[config.mk]
export PLATFORM = sky130hd
export DESIGN_NAME = multiplier_load_sequencer
export DESIGN_NICKNAME = d
export VERILOG_FILES = /design/src/rtl/mult_seq_pkg.sv /design/src/rtl/load_edge_sync.sv /design/src/rtl/multiplier_load_sequencer.sv
export SDC_FILE = /design/constraint.sdc
export NUM_CORES = 1
export LEC_CHECK = 0
export CAP_MARGIN = 0
export CELL_PAD_IN_SITES_DETAIL_PLACEMENT = 1
export CELL_PAD_IN_SITES_GLOBAL_PLACEMENT = 1
export CORE_UTILIZATION = 30
export DETAILED_ROUTE_END_ITERATION = 8
export PLACE_DENSITY_LB_ADDON = 0.3
export SYNTH_ARGS = -nofsm -noshare
export SYNTH_HDL_FRONTEND = slang
export SYNTH_HIERARCHICAL = 1
export SYNTH_SLANG_ARGS = --single-unit
[constraint.sdc]
create_clock -name Clk -period 2.05 [get_ports Clk]
set_clock_uncertainty 0.05 [all_clocks]
set_input_delay 0.41 -clock Clk [delete_from_list [all_inputs] [get_ports Clk]]
set_output_delay 0.41 -clock Clk [all_outputs]
set_load 0.01 [all_outputs]
[src/rtl/mult_seq_pkg.sv]
// Shared definitions for the multiplier load sequencer and for the display
// logic that decodes its State output onto LEDR.
//   seqState_t   FSM state encodings (WAIT_A, WAIT_B, RUN, DONE)
//   LATENCY_MAX  largest legal multiplier latency in cycles (legal range 1..15)
//   COUNT_W      latency down-counter width, sized to hold LATENCY_MAX
package mult_seq_pkg;

   typedef enum logic [1:0] {
      ST_WAIT_A = 2'b00,
      ST_WAIT_B = 2'b01,
      ST_RUN    = 2'b10,
      ST_DONE   = 2'b11
   } seqState_t;

   localparam int LATENCY_MAX = 15;
   localparam int COUNT_W     = $clog2(LATENCY_MAX + 1);

endpackage

[src/rtl/load_edge_sync.sv]
// Synchronizes the raw Load button into the Clk domain and turns each rising
// edge into a single-cycle pulse. A button held high yields exactly one pulse.
// Ports:
//   Clk          rising-edge clock
//   Reset        asynchronous active-low reset, clears every flop
//   loadRaw_i    raw button level, asynchronous to Clk
//   loadPulse_o  one-cycle pulse on a 0->1 of the last synchronizer stage
module load_edge_sync #(
   parameter int SYNC_STAGES = 2
) (
   input  logic Clk,
   input  logic Reset,
   input  logic loadRaw_i,
   output logic loadPulse_o
);

   logic [SYNC_STAGES-1:0] loadSync_q;
   logic                   loadEdge_q;

   // Shift chain for metastability settling; the extra edge flop holds the
   // previous value of the last stage so a rising edge can be detected.
   always_ff @(posedge Clk or negedge Reset) begin
      if (!Reset) begin
         loadSync_q <= '0;
         loadEdge_q <= 1'b0;
      end else begin
         loadSync_q <= {loadSync_q[SYNC_STAGES-2:0], loadRaw_i};
         loadEdge_q <= loadSync_q[SYNC_STAGES-1];
      end
   end

   assign loadPulse_o = loadSync_q[SYNC_STAGES-1] & ~loadEdge_q;

endmodule

[src/rtl/multiplier_load_sequencer.sv]
// Sequences operand entry and product capture for the shared multiplier.
// One switch bus and one Load button enter A then B; the block then waits
// LATENCY cycles for the multiplier and latches its full-width product.
// Ports:
//   Clk     rising-edge clock
//   Reset   asynchronous active-low reset
//   Input   operand switches, sampled on the internal load pulse
//   Load    raw Load button, asynchronous to Clk
//   Clear   synchronous level clear back to WAIT_A, beats a same-cycle load
//   Mult_Q  product returned by the multiplier datapath
//   Op_A    registered operand A
//   Op_B    registered operand B
//   P       latched product, held until the next capture
//   Busy    high while in RUN
//   Done    high while in DONE
//   State   FSM state for LED display
module multiplier_load_sequencer
   import mult_seq_pkg::*;
#(
   parameter int WIDTH       = 8,
   parameter int LATENCY     = 1,
   parameter int SYNC_STAGES = 2
) (
   input  logic                 Clk,
   input  logic                 Reset,
   input  logic [WIDTH-1:0]     Input,
   input  logic                 Load,
   input  logic                 Clear,
   input  logic [2*WIDTH-1:0]   Mult_Q,
   output logic [WIDTH-1:0]     Op_A,
   output logic [WIDTH-1:0]     Op_B,
   output logic [2*WIDTH-1:0]   P,
   output logic                 Busy,
   output logic                 Done,
   output logic [1:0]           State
);

   localparam logic [COUNT_W-1:0] LAT_LOAD = COUNT_W'(LATENCY);

   logic                 loadPulse;
   seqState_t            state_q, state_d;
   logic [WIDTH-1:0]     opA_q, opA_d;
   logic [WIDTH-1:0]     opB_q, opB_d;
   logic [2*WIDTH-1:0]   p_q, p_d;
   logic [COUNT_W-1:0]   count_q, count_d;
   logic                 busy_q, busy_d;
   logic                 done_q, done_d;

   load_edge_sync #(
      .SYNC_STAGES (SYNC_STAGES)
   ) uLoadSync (
      .Clk         (Clk),
      .Reset       (Reset),
      .loadRaw_i   (Load),
      .loadPulse_o (loadPulse)
   );

   // Next-state logic. Clear overrides everything, so a load pulse arriving
   // in the same cycle is simply lost. In RUN the pulse is ignored, and the
   // product is sampled on the last counted cycle so RUN spans LATENCY cycles.
   always_comb begin
      state_d = state_q;
      opA_d   = opA_q;
      opB_d   = opB_q;
      p_d     = p_q;
      count_d = count_q;
      if (Clear) begin
         state_d = ST_WAIT_A;
         opA_d   = '0;
         opB_d   = '0;
         p_d     = '0;
         count_d = '0;
      end else begin
         case (state_q)
            ST_WAIT_A: begin
               if (loadPulse) begin
                  opA_d   = Input;
                  state_d = ST_WAIT_B;
               end
            end
            ST_WAIT_B: begin
               if (loadPulse) begin
                  opB_d   = Input;
                  count_d = LAT_LOAD;
                  state_d = ST_RUN;
               end
            end
            ST_RUN: begin
               count_d = count_q - 1'b1;
               if (count_q == COUNT_W'(1)) begin
                  p_d     = Mult_Q;
                  state_d = ST_DONE;
               end
            end
            ST_DONE: begin
               if (loadPulse) begin
                  opA_d   = Input;
                  state_d = ST_WAIT_B;
               end
            end
         endcase
      end
   end

   // Busy and Done are decoded from the next state so that, once registered,
   // they line up with State on the same edge and can never both be high.
   always_comb begin
      busy_d = (state_d == ST_RUN);
      done_d = (state_d == ST_DONE);
   end

   // All sequencer state lives in this one register bank; reset is
   // asynchronous and takes effect immediately, even in the middle of RUN.
   always_ff @(posedge Clk or negedge Reset) begin
      if (!Reset) begin
         state_q <= ST_WAIT_A;
         opA_q   <= '0;
         opB_q   <= '0;
         p_q     <= '0;
         count_q <= '0;
         busy_q  <= 1'b0;
         done_q  <= 1'b0;
      end else begin
         state_q <= state_d;
         opA_q   <= opA_d;
         opB_q   <= opB_d;
         p_q     <= p_d;
         count_q <= count_d;
         busy_q  <= busy_d;
         done_q  <= done_d;
      end
   end

   assign Op_A  = opA_q;
   assign Op_B  = opB_q;
   assign P     = p_q;
   assign Busy  = busy_q;
   assign Done  = done_q;
   assign State = state_q;

endmodule

==> results.yml, run 1 <==
power_and_ir_drop:
  p_total_uw: 2310
  p_leak_uw: 0.00109
  ir_worst_vdd_uv: 346
  p_clk_share_pct: 22.5
  seqPwrFrac_pct: 44.1
  combPwrFrac_pct: 33.5
  swShare_pct: 32.7
  p_int_uw: 1560
  p_per_area_mw_per_mm2: 895
  p_switching_uw: 756
cells_and_area:
  final_area_mm2: 0.00258
  drive_above_1_share_pct: 7.49
  layout_commonest_cell: "clkdlybuf4s50_1"
  multi_input_area_um2: 633
  nets: 258
  nFillCells: 621
  seqCellArea_mm2: 0.00108
  n_antenna_cell: 0
  area_growth_pct: 44.3
  mostFrequentLayoutCells: "clkdlybuf4s50_1, dfrtp_1, nand2_1"
sta:
  final.period_utilization_pct: 90.9
  worstMarginPinSlew_ns: 0.629
  final.setup.tns_ns: 0
  rsz0062_at_grt: "false"
  setup_viol: 0
  min_period_ns: 1.86
  slew_viol_final: 0
  relSlewSlack_pct: 58.0
  fmax_mhz: 537
  hold_violations: 0
clock_tree:
  root_buffer: "clkbuf_8"
  ctsHtreeMaxLevel: 2
  path_clk_slew_ns: 0.08
  cts_inserted_buffers: 5
  clockBufferDepth: 2
  post_cts_buffers: 0
  cts_tree: "yes"
  clk_latency_ns: 0.29
  clock-sinks: 43
drt:
  drtAntennaViolNets: 0
  drt_first_iter_violations: 57
  drc_errors: 0
  routed_wl_um: 4470
  viasPerCell: 4.87
  routed-via-count: 1456
  wire_per_inst_um: 14.9
  dr.pass1.iters: 4
place:
  placed_area_mm2: 0.00250
  io_buffers: 63
  gp_congestion: 0.785
  hpwl_um: 3310
setup_path:
  critPathKind: "register to register"
  worst-path-max-fanout: 16
  critPathArrivalTime_ns: 2.04
  start_kind: "register"
  cp-end-kind: "register"
  worstPathRequired_ns: 2.23
grt:
  grtUsageTotal_pct: 15.6
  grt_max_degree: 24
  grt_pass1_vias: 1540
  antenna_found_initial: 0
  grt-ovfl-total: 0
  grt_pass1_wl_um: 7410
run_status:
  status: "finished clean"
die:
  start_util_pct: 31.7
  pin_count: 64
  dieHeight_um: 79.3
  die_w_um: 79.3
  coreArea_mm2: 0.00564
  die_area_mm2: 0.00628
  rows: 27
yosys:
  synth_top_area_share_pct: 60.1
  synth_cell_type_count: 25
  netlist_top_cells_area: "dfrtp_1, a22o_1, a21oi_1"
  synth_fp_nets: 193
  ys_warn_count: 6
  syn_area_per_cell_um2: 11.1
  synth_cells: 161
  syn_area_mm2: 0.00179
  seq_area_frac_synth_pct: 60.1
  yosysTopAreaCell: "dfrtp_1"
  yosys_register_bits: 43
worst_hold_path:
  hold_class: "input pin to asynchronous set/reset pin"
run:
  max-cap-violations: 0
## state kept, by name, summed over array words and instances (netlist names)
name,flops
Op_B,8
count_q,4
State,2
Done,1
Busy,1
uLoadSync/loadEdge_q,1
P,16
uLoadSync/loadSync_q,2
Op_A,8
## synthesized netlist by cell type
library cell,number
a211oi_1,1
a21oi_1,21
a22o_1,16
a2bb2oi_1,1
and2_1,2
and4bb_4,1
buf_12,1
buf_2,3
buf_4,1
buf_6,1
clkbuf_1,3
dfrtp_1,43
ha_1,4
inv_1,5
nand2_1,22
nand2b_1,2
nand3_1,16
nor2_1,2
nor2_2,1
nor2b_1,4
nor2b_4,2
nor3_1,1
nor3b_1,1
o21ai_0,6
or3_1,1
## worst paths after layout
kind                                          from                      end  slack, ns  cells past startpoint
max                                       State[0]                     P[9]       0.19                      5
min                                          Reset                  Op_B[0]       0.04                      1
max reg2reg                               State[0]                     P[9]       0.19                      5
min reg2reg                uLoadSync/loadSync_q[0]  uLoadSync/loadSync_q[1]       0.31                      0
max in group asynchronous                    Reset                     Busy       1.41                      2
min in group Clk           uLoadSync/loadSync_q[0]  uLoadSync/loadSync_q[1]       0.31                      0
## critical path, cell delays in order (launching register included)
cell      delay [ns]
dfrtp_1         0.44
inv_1           0.07
ha_1            0.27
and4bb_4        0.24
nor2_2          0.49
a22o_1          0.25
## per-stage QoR
| step | utilization (%) | setup WS [ns] | hold slack (ns) | instances |
|---|---|---|---|---|
| detailed placement | 44.2 | 0.0390 | 0.286 | 291 |
| global route | 45.8 | 0.0342 | 0.0533 | 299 |
| global placement | 44.2 | 0.0583 | 0.286 | 291 |
| floorplan | - | 0.409 | 0.0644 | 161 |
| finish | 45.8 | 0.187 | 0.0393 | 299 |
| CTS | 45.8 | 0.0352 | 0.0494 | 299 |
## power groups by stage
stage	logic [uW]	registers, uW	clock network (uW)
after floorplan	399	1050	0
after global placement	767	1030	0
after detailed placement	781	1030	0
after CTS	786	1020	545
after global routing	858	1030	596
final	774	1020	519
## kinds of logic after synthesis
family / after synthesis / synth area share (%)
flip-flops: 43 / 60.1
AO/OA/AOI/OAI: 45 / 16.3
buffers and inverters: 14 / 4.68
AND/OR/NAND/NOR: 55 / 16.1
adder cells (fa/ha/maj): 4 / 2.80
## final cells by class
class	count	share of cell area, %
repair buffers	67	26.3
multi-input cells	104	24.5
clock buffers	6	2.81
well taps	72	3.49
inverters	5	0.726
flip-flops and latches	43	41.6
clock inverters	2	0.484
## what timing repair did
action / CTS / global route
setup endpoints to repair: 0 / 3
hold buffers: 0 / 0
resized for setup: 0 / 2
## layer usage
metal / track usage (%) / part of all wire, %
met1: 18.5 / 43
met2: 27.1 / 50
met3: 3.91 / 5.2
met4: 5.45 / 1.3
met5: 0 / 0
Power figures use the tool's default switching activity.
==> inputs of run 2 (changes only) <==
--- a/config.mk
+++ b/config.mk
@@ -10,6 +10,7 @@
 export CELL_PAD_IN_SITES_GLOBAL_PLACEMENT = 1
 export CORE_UTILIZATION = 30
 export DETAILED_ROUTE_END_ITERATION = 8
+export GPL_ROUTABILITY_DRIVEN = 0
 export PLACE_DENSITY_LB_ADDON = 0.3
 export SYNTH_ARGS = -nofsm -noshare
 export SYNTH_HDL_FRONTEND = slang
==> results of run 2 <==
Same layout as run 1: the final DEF is identical, and so are final timing and power.
==> patch: new RTL, settings of run 2 <==
The parameter `WIDTH` goes from 8 to 9.
--- a/src/rtl/multiplier_load_sequencer.sv
+++ b/src/rtl/multiplier_load_sequencer.sv
@@ -19,3 +19,3 @@
 #(
-   parameter int WIDTH       = 8,
+   parameter int WIDTH       = 9,
    parameter int LATENCY     = 1,
Ports: changed (5 resized); port bits go from 64 to 71. No check against the original RTL was run, so the function may have changed too.
==> patch against run 2 <==
  * The run now ends with hold timing left
  * Wire length grew 16%
  * Sequential share of layout area increased by 0.54 points
  * First-iteration DRC count shrank 7.0%
  * Sequential cell count increased by 4
  * Non-clock buffer count up 7
  * Critical path type unchanged
  * Largest power group unchanged
  * Sequential power increased by 9%
  * Worst setup slack better by 0.082 ns
  * Design area up 7.9%
  * Total power grew 6.4%
  * Area after synthesis up 7.7%
  * Clock power rose by 6.0%
  * Largest cell class unchanged
==> patch: results (changes against run 2) <==
status finished with violations (was finished clean); violated checks hold timing; leakage 1.18 nW (was 1.09 nW); synth cell count leaders dfrtp_1, nand2_1, a21oi_1 (unchanged); peak supply drop 0.461 mV (was 0.346 mV); Gate power share 32.6% (was 33.5%); first-pass GRT wire length 8.22 mm (was 7.41 mm); synthesis warning total 6 (unchanged); clock root buffer clkbuf_8 (unchanged); initial drt markers 53 (was 57); remaining routing DRC violations 0 (unchanged); vias in the first global route 1673 (was 1540); share of cells above drive strength 1 6.48% (was 7.49%); Min Hold Slack -0.00616 ns (was 0.0393 ns); Pre-antenna DRT Iters 4 (unchanged); Unique masters post-synth 25 (unchanged); R2R setup slack 0.27 ns (was 0.19 ns); Vias/cell 4.88 (was 4.87); Final #Nets 281 (was 258); Largest register FFs 18 (was 16); Hold WC Path Type input port to async pin (unchanged); NetSw 806 uW (was 756 uW); RR Endpoint P[4] (was P[9]); Placed Area 2700 um^2 (was 2500 um^2); Final Hold Vio Count 12 (was 0); number of H-tree levels 2 (unchanged); CP startpoint State[0] (unchanged); sequential-to-total area share from yosys stat 61.0% (was 60.1%); pin count of the biggest net entering global routing 31 (was 24); Critical Path Fanout Max 18 (was 16); Inserted Diodes 0 (unchanged); Avg WL per Cell 16.1 um (was 14.9 um); port bufs 70 (was 63); transition time at the pin with the least slew margin 0.446 ns (was 0.629 ns); Total Routing Usage GR 16.5% (was 15.6%); DP Wirelength 3.82 mm (was 3.31 mm); synth top area cells dfrtp_1, a22o_1, nand2_1 (was dfrtp_1, a22o_1, a21oi_1); Syn Nets 210 (was 193); Post-synth top flop dfrtp_1 (unchanged); CTS Buf Count 5 (unchanged); Worst EP arrival 1.97 ns (was 2.04 ns); pre-CTS setup slack 0.0948 ns (was 0.0390 ns); FF-to-FF Start State[0] (unchanged); Clk pwr share 22.4%; Max clock buf depth 2 (unchanged)
## patch: worst max-delay path, cell delays in order, from the launching register on
cell and delay [ns]:
dfrtp_1 0.44, inv_1 0.08, ha_1 0.25, and4bb_4 0.30, nor2b_4 0.39, a22o_1 0.21
## patch: final cells by class
cell class / count / area (um^2)
Clock buffer: 6 / 72.6
Clock inverter: 2 / 12.5
Fill cell: 689 / 3270
Inverter: 5 / 18.8
Multi-Input combinational cell: 113 / 676
Sequential cell: 47 / 1180
Tap cell: 75 / 93.8
Timing Repair Buffer: 74 / 738
## patch: through the flow
step | hold slack [ns] | std cells | total power, mW
2_1_floorplan | 0.0644 | 175 | 1.55
3_3_place_gp | 0.285 | 314 | 1.91
3_5_place_dp | 0.297 | 314 | 1.93
4_1_cts | 0.00170 | 322 | 2.50
5_1_grt | 0.0113 | 322 | 2.61
6_report | -0.00616 | 322 | 2.46
## patch: logic make-up after synthesis
family / count (synthesis) / synth area share [%]
AOI/OAI and AO/OA: 49 / 16.5
adders and majority gates: 4 / 2.60
buffers and inverters: 15 / 4.22
DFF: 47 / 61.0
and+or+nand+nor: 60 / 15.6
## patch: what timing repair did
item | in CTS | in global routing
resized for setup | 0 | 1
endpoints found under the setup margin | 0 | 3
buffers inserted | 0 | 0
## patch: per-layer routing
layer  vias up  track usage (%)  part of all wire, %
met1       773             20.8                   44
li1        741                -                    -
met4         0             4.21                 0.93
met3         6             4.18                  6.1
met2        52             28.1                   49
met5         -                0                    0
## patch: worst max path at each step
stage	endpoint	slack [ns]	depth (start not counted)
5_1_grt	P[5]	0.16	5
4_1_cts	P[4]	0.11	5
3_5_place_dp	P[4]	0.09	3
3_3_place_gp	P[0]	0.15	3
6_report	P[4]	0.27	5
2_1_floorplan	P[10]	0.39	7
